--- src/rtl/cpu_pkg.sv ---
// Shared CPU datapath definitions: shift opcodes, shift-unit state encoding and default width.
package cpu_pkg;

    localparam int unsigned DEFAULT_WIDTH = 8;

    localparam logic [1:0] SH_SLL = 2'b00;
    localparam logic [1:0] SH_SRL = 2'b01;
    localparam logic [1:0] SH_SRA = 2'b10;
    localparam logic [1:0] SH_ROR = 2'b11;

    typedef enum logic [1:0] {
        ST_IDLE  = 2'b00,
        ST_SHIFT = 2'b01,
        ST_DONE  = 2'b10
    } state_e;

endpackage

--- src/rtl/shift_step.sv ---
// Combinational single-bit shift/rotate of a word, selected by the shift opcode.
module shift_step
    import cpu_pkg::*;
#(
    parameter int unsigned WIDTH = DEFAULT_WIDTH
) (
    input  logic [1:0]       opcode,
    input  logic [WIDTH-1:0] din,
    output logic [WIDTH-1:0] dout
);

    always_comb begin
        dout = din;
        case (opcode)
            SH_SLL: dout = {din[WIDTH-2:0], 1'b0};
            SH_SRL: dout = {1'b0, din[WIDTH-1:1]};
            SH_SRA: dout = {din[WIDTH-1], din[WIDTH-1:1]};
            SH_ROR: dout = {din[0], din[WIDTH-1:1]};
        endcase
    end

endmodule

--- src/rtl/seq_shift_unit.sv ---
// Multi-cycle shift/rotate stage: one bit position per clock with a start/busy/done handshake.
module seq_shift_unit
    import cpu_pkg::*;
#(
    parameter int unsigned WIDTH     = DEFAULT_WIDTH,
    parameter int unsigned AMT_WIDTH = 8
) (
    input  logic                 CLK,
    input  logic                 RESET,
    input  logic                 START,
    input  logic [1:0]           OPCODE,
    input  logic [WIDTH-1:0]     OPERAND,
    input  logic [AMT_WIDTH-1:0] AMOUNT,
    output logic [WIDTH-1:0]     RESULT,
    output logic                 BUSY,
    output logic                 DONE
);

    localparam int unsigned          CNT_W     = $clog2(WIDTH + 1);
    localparam logic [AMT_WIDTH-1:0] WIDTH_AMT = AMT_WIDTH'(WIDTH);

    state_e           state_q, state_d;
    logic [WIDTH-1:0] work_q, work_d;
    logic [WIDTH-1:0] result_q, result_d;
    logic [1:0]       op_q, op_d;
    logic [CNT_W-1:0] count_q, count_d;
    logic [CNT_W-1:0] load_cnt;
    logic [WIDTH-1:0] step_out;

    // Linear shifts saturate at WIDTH steps; rotates only need the residue.
    always_comb begin
        if (OPCODE == SH_ROR) begin
            load_cnt = CNT_W'(AMOUNT % WIDTH_AMT);
        end else if (AMOUNT >= WIDTH_AMT) begin
            load_cnt = CNT_W'(WIDTH);
        end else begin
            load_cnt = CNT_W'(AMOUNT);
        end
    end

    shift_step #(
        .WIDTH (WIDTH)
    ) u_step (
        .opcode (op_q),
        .din    (work_q),
        .dout   (step_out)
    );

    always_comb begin
        state_d  = state_q;
        work_d   = work_q;
        result_d = result_q;
        op_d     = op_q;
        count_d  = count_q;
        case (state_q)
            ST_IDLE: begin
                if (START) begin
                    work_d  = OPERAND;
                    op_d    = OPCODE;
                    count_d = load_cnt;
                    if (load_cnt == '0) begin
                        state_d  = ST_DONE;
                        result_d = OPERAND;
                    end else begin
                        state_d = ST_SHIFT;
                    end
                end
            end
            ST_SHIFT: begin
                work_d  = step_out;
                count_d = count_q - CNT_W'(1);
                // RESULT is only exposed on the final step, never mid-shift.
                if (count_q == CNT_W'(1)) begin
                    state_d  = ST_DONE;
                    result_d = step_out;
                end
            end
            ST_DONE: state_d = ST_IDLE;
            default: state_d = ST_IDLE;
        endcase
    end

    always_ff @(posedge CLK) begin
        if (!RESET) begin
            state_q  <= ST_IDLE;
            work_q   <= '0;
            result_q <= '0;
            op_q     <= SH_SLL;
            count_q  <= '0;
        end else begin
            state_q  <= state_d;
            work_q   <= work_d;
            result_q <= result_d;
            op_q     <= op_d;
            count_q  <= count_d;
        end
    end

    assign RESULT = result_q;
    assign BUSY   = (state_q == ST_SHIFT);
    assign DONE   = (state_q == ST_DONE);

endmodule

--- config.mk ---
export PLATFORM = sky130hd
export DESIGN_NAME = seq_shift_unit
export DESIGN_NICKNAME = d
export VERILOG_FILES = /design/src/rtl/cpu_pkg.sv /design/src/rtl/shift_step.sv /design/src/rtl/seq_shift_unit.sv
export SDC_FILE = /design/constraint.sdc
export NUM_CORES = 1
export LEC_CHECK = 0
export BUFFER_PORTS_ARGS = -buffer_cell sky130_fd_sc_hd__buf_4
export CAP_MARGIN = 30
export CORE_ASPECT_RATIO = 1.5
export CORE_MARGIN = 2
export CORE_UTILIZATION = 50
export CTS_BUF_LIST = sky130_fd_sc_hd__clkbuf_16
export DETAILED_ROUTE_END_ITERATION = 12
export HOLD_SLACK_MARGIN = 0.05
export PLACE_DENSITY = 0.75
export REMOVE_ABC_BUFFERS = 1
export SYNTH_ARGS = -nofsm -noshare
export SYNTH_HDL_FRONTEND = slang
export SYNTH_HIERARCHICAL = 1
export SYNTH_SLANG_ARGS = --single-unit
export TNS_END_PERCENT = 30
--- constraint.sdc ---
create_clock -name CLK -period 4.78 [get_ports CLK]
set_input_delay 0.956 -clock CLK [delete_from_list [all_inputs] [get_ports CLK]]
set_output_delay 0.956 -clock CLK [all_outputs]
set_load 0.1 [all_outputs]
-- Word-level counts from Yosys, hierarchy flattened
Cells that the tools add are included.
- bits in registers: 24
- input bits: 21
- output and inout bits: 10
- logic and storage cells: 40
- add/sub/neg operators: 1
- $lt $le $gt $ge: 1
- eq/ne operators: 10
- multiplexer cells: 15
- reductions and logical operators: 8
- operators with widths (kind ; number):
    8-bit two-way mux ; 4
    8-bit case mux with 2 select lines ; 2
    8-bit case mux with 4 select lines ; 1
    4-bit two-way mux ; 3
    2-bit == test, second input constant ; 4
    8-bit by 4-bit greater-or-equal comparator with 1-bit output, second input constant ; 1
    4-bit case mux with 2 select lines ; 1
    2-bit two-way mux ; 3
    2-bit AND reduction ; 3
    2-bit by 1-bit == test with 1-bit output, second input constant ; 2
    4-bit by 1-bit == test with 1-bit output, second input constant ; 1
    2-bit logical NOT ; 2
    4-bit logical NOT ; 1
    2-bit != test, second input constant ; 2
    2-bit case mux with 2 select lines ; 1
    4-bit AND reduction ; 1
    4-bit by 1-bit subtractor with 4-bit output, second input constant ; 1
    2-bit by 1-bit != test with 1-bit output, second input constant ; 1
    2-bit nonzero test ; 1

-- Logic depth before layout (Yosys ltp)
Gate-level depths: netlist (run 1).
- depth in word-level cells: 7
- depth in mapped cells: 6

-- By module
Netlist (run 1), hierarchy kept.
- by module, submodules not included (module ; times used ; cells each ; area each (um2) ; seq. area each (um2)):
    seq_shift_unit ; 1 ; 132 ; 1212.4 ; 480.5
    shift_step ; 1 ; 10 ; 105.1 ; 0.0

-- Worst setup path after synthesis (run 1)
No wires, ideal clock.
- path kind: register -> output
- start: register state_q[1]
- end: output port DONE
- data arrival time: 1.964 ns
- required time: 3.824 ns
- slack: 1.860 ns
- cell stages (with the launch flop): 3
- path buffers: 1
- cells stage by stage: dfxtp_1 > clkbuf_1 > nor2b_1
- cells in the longest elaborated chain, start to end: 1
- ends and longest elaborated chain (what ; line ; source):
    start: declaration ; seq_shift_unit.sv:22 ; state_e state_q, state_d;
    start signal: assignment ; seq_shift_unit.sv:91 ; state_q <= state_d;
    2-bit == test ; seq_shift_unit.sv:101 ; assign DONE = (state_q == ST_DONE);
    end: declaration ; seq_shift_unit.sv:16 ; output logic DONE
No other way between the ends.

-- Final worst setup path (run 1)
- start: register state_q[1]
- end: output port BUSY
- cells in the longest elaborated chain, start to end: 1
- ends and longest elaborated chain (what ; line ; source):
    2-bit by 1-bit == test with 1-bit output ; seq_shift_unit.sv:100 ; assign BUSY = (state_q == ST_SHIFT);
    end: declaration ; seq_shift_unit.sv:15 ; output logic BUSY,
No other way between the ends.

==> flow_results.xml, run 1 <==
<?xml version="1.0" encoding="UTF-8"?>
<metrics>
  <group name="run_status">
    <metric name="run_status" unit="">complete, no violations</metric>
  </group>
  <group name="route">
    <metric name="final_antenna_net_count" unit="">0</metric>
    <metric name="routed-via-count" unit="">1160</metric>
    <metric name="detail_route.vias_per_cell" unit="">5.95</metric>
    <metric name="routed_wl" unit="mm">3.12</metric>
    <metric name="drt_pre_antenna_iters" unit="">4</metric>
    <metric name="drt-wirelength-per-cell" unit="um">16.0</metric>
    <metric name="dr.first_iter.drc_count" unit="">17</metric>
    <metric name="detail_route.drc_violations" unit="">0</metric>
  </group>
  <group name="timing">
    <metric name="finalSetupViolCount" unit="">0</metric>
    <metric name="fin_tns_setup" unit="ns">0</metric>
    <metric name="max_freq" unit="MHz">354</metric>
    <metric name="timing.final.ws_setup" unit="ns">1.95</metric>
    <metric name="final_hold_viol_count" unit="">0</metric>
    <metric name="fin_skew" unit="ns">0.00366</metric>
    <metric name="tightest_slew" unit="ns">0.757</metric>
    <metric name="grt_setup_unrepaired" unit="">no</metric>
    <metric name="layout_worst_path_cycle_share" unit="%">59.1</metric>
    <metric name="finalMaxSlewViolations" unit="">0</metric>
    <metric name="layout_min_cycle_time" unit="ns">2.83</metric>
    <metric name="headroom_to_the_max_slew_limit" unit="%">49.5</metric>
  </group>
  <group name="global_routing">
    <metric name="vias_in_the_first_global_route" unit="">1189</metric>
    <metric name="grt_overflow" unit="">0</metric>
    <metric name="grt_usage" unit="%">22.9</metric>
    <metric name="number_of_antenna_violations_at_the_first_check_in_global_routing" unit="">0</metric>
    <metric name="grt_start_max_net_pins" unit="">20</metric>
    <metric name="grt_first_pass_wirelength" unit="mm">5.09</metric>
  </group>
  <group name="power">
    <metric name="cellPowerDensity" unit="nW/um^2">382</metric>
    <metric name="totalPowerFinal" unit="uW">633</metric>
    <metric name="irDropWorstVdd" unit="V">0.000238</metric>
    <metric name="static-leakage-power" unit="nW">0.731</metric>
  </group>
  <group name="setup_path">
    <metric name="worstSetupEndpointType" unit="">output port</metric>
    <metric name="crit_path_cell_count" unit="">3</metric>
    <metric name="critPathSlowestCell" unit="">sky130_fd_sc_hd__dfxtp_1</metric>
    <metric name="worstPathRequired" unit="ns">3.82</metric>
    <metric name="reg2reg_depth" unit="">5</metric>
    <metric name="critPathMaxFanout" unit="">14</metric>
    <metric name="worst_path_dominant_cell_family" unit="">buffers and inverters</metric>
    <metric name="critical_path_class" unit="">reg2out</metric>
    <metric name="startpoint_type" unit="">register</metric>
    <metric name="critical_path.max_stage_delay" unit="ns">0.53</metric>
    <metric name="worst-r2r-setup-slack" unit="ns">2.74</metric>
    <metric name="cp_num_buf_inv" unit="">2</metric>
    <metric name="cp.arrival" unit="ns">1.87</metric>
    <metric name="cp_cell_sequence" unit="">nand2b_2 -&gt; clkinv_1 -&gt; buf_4</metric>
  </group>
  <group name="synthesis">
    <metric name="synth.area.top_cells" unit="">sky130_fd_sc_hd__dfxtp_1 (36%), sky130_fd_sc_hd__mux2i_1 (7.6%), sky130_fd_sc_hd__mux2_2 (6.8%)</metric>
    <metric name="dominantRegCellSynth" unit="">sky130_fd_sc_hd__dfxtp_1</metric>
    <metric name="synthesized_area_fraction_occupied_by_xor_and_xnor_cells" unit="%">0</metric>
    <metric name="synth_compound_gate_area_share" unit="%">14.6</metric>
    <metric name="async_reset_ff_share" unit="%">0</metric>
    <metric name="yosys-mux-area-fraction" unit="%">22.1</metric>
    <metric name="synth_simple_gate_area_share" unit="%">21.9</metric>
    <metric name="yosys_register_bits" unit="">24</metric>
    <metric name="synthCells" unit="">142</metric>
    <metric name="yosysWarningCount" unit="">6</metric>
    <metric name="largest_family_of_logic_cells_by_synthesized_area" unit="">multiplexers</metric>
    <metric name="synth-edff-count" unit="">0</metric>
    <metric name="yosysMostFrequentCell" unit="">sky130_fd_sc_hd__dfxtp_1</metric>
    <metric name="synth_seq_area_share" unit="%">36.5</metric>
    <metric name="post-synth-top-area-fraction" unit="%">36.5</metric>
    <metric name="syn_area" unit="um^2">1320</metric>
    <metric name="post_synthesis_adder_cell_area_fraction" unit="%">1.90</metric>
    <metric name="synth.lib_cells_used.distinct" unit="">39</metric>
    <metric name="post_synth.cell_area_avg" unit="um^2">9.28</metric>
    <metric name="yosys-top-cells-count" unit="">sky130_fd_sc_hd__dfxtp_1 (24), sky130_fd_sc_hd__nor2_1 (19), sky130_fd_sc_hd__nand2_1 (12)</metric>
    <metric name="synth_top_cell_by_area" unit="">sky130_fd_sc_hd__dfxtp_1</metric>
  </group>
  <group name="finish">
    <metric name="fillCellCount" unit="">211</metric>
    <metric name="antennaDiodeCount" unit="">0</metric>
    <metric name="flow.area_growth_from_synthesis" unit="%">25.5</metric>
    <metric name="fin_cells" unit="">195</metric>
    <metric name="finish.net_count" unit="">195</metric>
    <metric name="stdcell_area" unit="um^2">1650</metric>
    <metric name="final_layout_size_suffix_gt1_share" unit="%">32.2</metric>
  </group>
  <group name="clocking">
    <metric name="clk_pin_slew_worst_paths" unit="ns">0.06</metric>
    <metric name="tritoncts" unit="">yes</metric>
    <metric name="clk-insertion-delay-late" unit="ns">0.26</metric>
    <metric name="cts_resized" unit="">0</metric>
    <metric name="cts-root-to-sink-buffers" unit="">2</metric>
    <metric name="cts_root_buffer" unit="">sky130_fd_sc_hd__clkbuf_16</metric>
    <metric name="cts_max_level" unit="">1</metric>
    <metric name="number_of_buffers_added_to_fix_hold_violations_after_cts" unit="">0</metric>
    <metric name="cts_inserted_buffers" unit="">3</metric>
    <metric name="post_cts.repair.setup_buffers" unit="">0</metric>
    <metric name="clkSinkCount" unit="">24</metric>
  </group>
  <group name="flow_run">
    <metric name="maxCapViolations" unit="">0</metric>
  </group>
  <group name="worst_hold_path">
    <metric name="worst_hold_path.num_cells" unit="">2</metric>
    <metric name="holdCritPathClass" unit="">reg2reg</metric>
  </group>
  <group name="floorplan">
    <metric name="fp.dieW" unit="um">45.9</metric>
    <metric name="start_util" unit="%">53.2</metric>
    <metric name="die-area" unit="um^2">3070</metric>
    <metric name="io_pins" unit="">31</metric>
    <metric name="core" unit="um^2">2480</metric>
    <metric name="rows" unit="">22</metric>
    <metric name="fp.dieH" unit="um">66.9</metric>
  </group>
  <group name="place">
    <metric name="placed_cells" unit="">191</metric>
    <metric name="place.port_buffers" unit="">30</metric>
    <metric name="dpl.hpwl" unit="mm">2.27</metric>
    <metric name="gp_weighted_congestion" unit="">0.896</metric>
    <metric name="dpl-instance-area" unit="um^2">1550</metric>
    <metric name="detailedPlace.worstSlack" unit="ns">2.25</metric>
  </group>
</metrics>
==> cells in the final DEF, fill, tap and decap left out, types with 2 or more instances in the layout <==
cell / Yosys / layout
sky130_fd_sc_hd__nor4_1: 3 / 3
sky130_fd_sc_hd__clkinv_1: 2 / 2
sky130_fd_sc_hd__mux2i_1: 10 / 10
sky130_fd_sc_hd__a21oi_1: 7 / 7
sky130_fd_sc_hd__inv_1: 2 / 2
sky130_fd_sc_hd__nor2b_1: 2 / 2
sky130_fd_sc_hd__mux2_2: 8 / 8
sky130_fd_sc_hd__mux2_4: 6 / 6
sky130_fd_sc_hd__buf_4: 1 / 30
sky130_fd_sc_hd__nor2_4: 2 / 2
sky130_fd_sc_hd__nand2b_1: 2 / 2
sky130_fd_sc_hd__nor2_1: 19 / 19
sky130_fd_sc_hd__or4_1: 2 / 2
sky130_fd_sc_hd__clkbuf_16: 0 / 3
sky130_fd_sc_hd__nor3_1: 2 / 2
sky130_fd_sc_hd__a211oi_1: 6 / 6
sky130_fd_sc_hd__ha_1: 2 / 2
sky130_fd_sc_hd__nand2_1: 12 / 12
sky130_fd_sc_hd__dfxtp_1: 24 / 24
sky130_fd_sc_hd__o21ai_0: 3 / 3
sky130_fd_sc_hd__and2_1: 6 / 6
==> final timing paths <==
check	startpoint	to
worst max-delay path	state_q[1]$_SDFFE_PN0P_	BUSY
worst max register to register	state_q[1]$_SDFFE_PN0P_	RESULT[7]$_SDFFE_PN0P_
worst min-delay path	RESULT[0]$_SDFFE_PN0P_	RESULT[0]$_SDFFE_PN0P_
worst min register to register	RESULT[0]$_SDFFE_PN0P_	RESULT[0]$_SDFFE_PN0P_
==> routing by layer <==
metal	wire, um	up-vias	global-route usage (%)
met2	1710	29	40.3
li1	-	572	-
met4	78	0	12.5
met5	0	-	0
met1	1230	550	25.2
met3	97	9	2.44
==> state kept, by name, summed over array words and instances, names as in the netlist <==
register,cells
work_q,8
op_q,2
state_q,2
count_q,4
RESULT,8
==> power by group <==
part	internal [mW]	switching, mW
clock	0.167	0.0731
sequential	0.218	0.0175
combinational	0.0632	0.0944
total	0.448	0.185
==> worst min-delay path: cells and delay by family (launching register included) <==
kind	cells	cell delay, ns
mux	1	0.06
simple gates	1	0.05
flops	1	0.31
==> cell families after synthesis <==
kind of cell / Yosys count
AOI/OAI and AO/OA: 27
adders and majority gates: 2
buffers and inverters: 9
DFF: 24
muxes: 25
and+or+nand+nor: 55
==> area by class of cell <==
class / instances / area (um^2) / area share [%]
inverter: 4 / 15.0 / 0.908
sequential: 24 / 480 / 29.0
timing repair buffer: 30 / 225 / 13.6
clock buffer: 3 / 75.1 / 4.54
tap: 24 / 30.0 / 1.82
multi-input combinational: 109 / 798 / 48.3
clock inverter: 1 / 30.0 / 1.82
==> stage by stage <==
stage | util [%] | hold WS (ns)
floorplan | - | 0.469
global placement | 62.5 | 0.447
detailed placement | 62.5 | 0.458
CTS | 66.8 | 0.479
global route | 66.8 | 0.495
finish | 66.8 | 0.473
No activity file was read; power rests on OpenSTA's default activity.
==> inputs of run 2 (changes only) <==
clock period = 2.9 ns   (was 4.78 ns; I/O delays follow)
==> run 2 against run 1 <==
Net effect: routed wire length is 0.55% higher; setup slack worse by 1.5 ns; count of clock-buffer cells in the layout stayed put; critical path depth stayed put; design area is 1.6% lower; sequential cell count stayed put; first-iteration DRC count is 5.9% lower; largest cell class unchanged; largest power group is now sequential cells.
==> flow_results.xml, run 2 (synthesis gave the netlist of run 1 again) <==
<?xml version="1.0" encoding="UTF-8"?>
<metrics>
  <group name="run_status">
    <metric name="run_status" unit="">complete, no violations</metric>
  </group>
  <group name="place">
    <metric name="dpl.hpwl" unit="mm">2.21</metric>
    <metric name="dpl-instance-area" unit="um^2">1550</metric>
    <metric name="place.port_buffers" unit="">30</metric>
    <metric name="gp_weighted_congestion" unit="">0.881</metric>
    <metric name="placed_cells" unit="">191</metric>
  </group>
  <group name="finish">
    <metric name="layout.cells.most_common_list" unit="">sky130_fd_sc_hd__buf_4 (30), sky130_fd_sc_hd__dfxtp_1 (24), sky130_fd_sc_hd__nor2_1 (19), sky130_fd_sc_hd__nand2_1 (12), sky130_fd_sc_hd__mux2i_1 (10)</metric>
    <metric name="final_layout_size_suffix_gt1_share" unit="%">31.6</metric>
    <metric name="antennaDiodeCount" unit="">0</metric>
    <metric name="final_common_cell" unit="">sky130_fd_sc_hd__buf_4</metric>
    <metric name="flow.area_growth_from_synthesis" unit="%">23.6</metric>
    <metric name="fillCellCount" unit="">203</metric>
    <metric name="finish.net_count" unit="">195</metric>
    <metric name="fin_cells" unit="">195</metric>
    <metric name="stdcell_area" unit="um^2">1630</metric>
  </group>
  <group name="power">
    <metric name="static-leakage-power" unit="nW">0.719</metric>
    <metric name="totalPowerFinal" unit="uW">943</metric>
    <metric name="cellPowerDensity" unit="nW/um^2">579</metric>
    <metric name="irDropWorstVdd" unit="V">0.000423</metric>
  </group>
  <group name="clocking">
    <metric name="cts_resized" unit="">0</metric>
    <metric name="tritoncts" unit="">yes</metric>
    <metric name="cts_max_level" unit="">1</metric>
    <metric name="clkSinkCount" unit="">24</metric>
    <metric name="cts-root-to-sink-buffers" unit="">2</metric>
    <metric name="clk_pin_slew_worst_paths" unit="ns">0.06</metric>
    <metric name="number_of_buffers_added_to_fix_hold_violations_after_cts" unit="">0</metric>
    <metric name="post_cts.repair.setup_buffers" unit="">0</metric>
    <metric name="cts_root_buffer" unit="">sky130_fd_sc_hd__clkbuf_16</metric>
    <metric name="clk-insertion-delay-late" unit="ns">0.25</metric>
    <metric name="cts_inserted_buffers" unit="">3</metric>
  </group>
  <group name="timing">
    <metric name="grt_setup_unrepaired" unit="">no</metric>
    <metric name="max_freq" unit="MHz">405</metric>
    <metric name="fin_skew" unit="ns">0.00257</metric>
    <metric name="finalSetupViolCount" unit="">0</metric>
    <metric name="headroom_to_the_max_slew_limit" unit="%">50.7</metric>
    <metric name="layout_worst_path_cycle_share" unit="%">85.1</metric>
    <metric name="final_hold_viol_count" unit="">0</metric>
    <metric name="fin_tns_setup" unit="ns">0</metric>
    <metric name="layout_min_cycle_time" unit="ns">2.47</metric>
    <metric name="finalMaxSlewViolations" unit="">0</metric>
    <metric name="tightest_slew" unit="ns">0.739</metric>
  </group>
  <group name="global_routing">
    <metric name="grt_overflow" unit="">0</metric>
    <metric name="grt_first_pass_wirelength" unit="mm">5.02</metric>
    <metric name="grt_usage" unit="%">23.1</metric>
    <metric name="number_of_antenna_violations_at_the_first_check_in_global_routing" unit="">0</metric>
    <metric name="vias_in_the_first_global_route" unit="">1127</metric>
    <metric name="grt_start_max_net_pins" unit="">20</metric>
  </group>
  <group name="floorplan">
    <metric name="fp.dieW" unit="um">45.9</metric>
    <metric name="core" unit="um^2">2480</metric>
    <metric name="start_util" unit="%">53.2</metric>
    <metric name="fp.dieH" unit="um">66.9</metric>
    <metric name="io_pins" unit="">31</metric>
    <metric name="rows" unit="">22</metric>
    <metric name="die-area" unit="um^2">3070</metric>
  </group>
  <group name="setup_path">
    <metric name="worst-r2r-setup-slack" unit="ns">0.80</metric>
    <metric name="critical_path_class" unit="">reg2out</metric>
    <metric name="worstPathRequired" unit="ns">2.32</metric>
    <metric name="critPathMaxFanout" unit="">14</metric>
    <metric name="cp.arrival" unit="ns">1.89</metric>
    <metric name="startpoint_type" unit="">register</metric>
    <metric name="worstSetupEndpointType" unit="">output port</metric>
  </group>
  <group name="flow_run">
    <metric name="maxCapViolations" unit="">0</metric>
  </group>
  <group name="route">
    <metric name="detail_route.vias_per_cell" unit="">5.87</metric>
    <metric name="final_antenna_net_count" unit="">0</metric>
    <metric name="dr.first_iter.drc_count" unit="">16</metric>
    <metric name="detail_route.drc_violations" unit="">0</metric>
    <metric name="routed_wl" unit="mm">3.14</metric>
    <metric name="drt_pre_antenna_iters" unit="">4</metric>
    <metric name="routed-via-count" unit="">1144</metric>
    <metric name="drt-wirelength-per-cell" unit="um">16.1</metric>
  </group>
  <group name="worst_hold_path">
    <metric name="holdCritPathClass" unit="">reg2reg</metric>
  </group>
</metrics>
-- run 2: cell count changes in the layout (fill, tap and decap cells not counted) --
cell	change
sky130_fd_sc_hd__bufinv_16	-1
sky130_fd_sc_hd__clkinv_1	+1
-- run 2: routing by layer --
layer	GRT usage (%)	part of all wire (%)	routed length, um
met1	23.5	39	1230
met2	42.4	56	1770
met3	3.52	2.6	80
met4	12.1	1.9	61
met5	0	0	0
-- run 2: final timing paths --
| check | endpoint | startpoint | cells after the start |
|---|---|---|---|
| hold / removal | RESULT[0]$_SDFFE_PN0P_ | RESULT[0]$_SDFFE_PN0P_ | 2 |
| hold reg to reg | RESULT[0]$_SDFFE_PN0P_ | RESULT[0]$_SDFFE_PN0P_ | 2 |
| setup reg to reg | RESULT[7]$_SDFFE_PN0P_ | state_q[1]$_SDFFE_PN0P_ | 5 |
| setup / recovery | BUSY | state_q[1]$_SDFFE_PN0P_ | 3 |
-- run 2: final cells by class --
class                   instances  area [um^2]  share of cell area, %
repair buffers                 30          225                   13.8
inverters                       4         15.0                  0.922
clock buffers                   3         75.1                   4.61
clock inverters                 1         3.75                  0.231
multi-input cells             109          798                   49.0
well taps                      24         30.0                   1.84
flip-flops and latches         24          480                   29.5
-- run 2: stage by stage --
| stage | utilization [%] | worst slack (ns) | hold WS, ns |
|---|---|---|---|
| after CTS | 65.7 | 0.492 | 0.496 |
| final | 65.7 | 0.433 | 0.498 |
| after global placement | 62.5 | 0.837 | 0.448 |
| after global routing | 65.7 | 0.338 | 0.514 |
| after floorplan | - | 0.474 | 0.469 |
| after detailed placement | 62.5 | 0.755 | 0.462 |
-- run 2: worst max-delay path, cell delays in order (launching register included) --
cell	delay [ns]
sky130_fd_sc_hd__dfxtp_1	0.51
sky130_fd_sc_hd__nand2b_2	0.23
sky130_fd_sc_hd__clkinv_1	0.45
sky130_fd_sc_hd__buf_4	0.43
-- run 2: power by group --
| part | internal [mW] | switching (mW) | leakage (nW) |
|---|---|---|---|
| clock network | 0.184 | 0.112 | 0.0385 |
| logic | 0.104 | 0.155 | 0.483 |
| registers | 0.359 | 0.0294 | 0.197 |
| total | 0.648 | 0.296 | 0.719 |
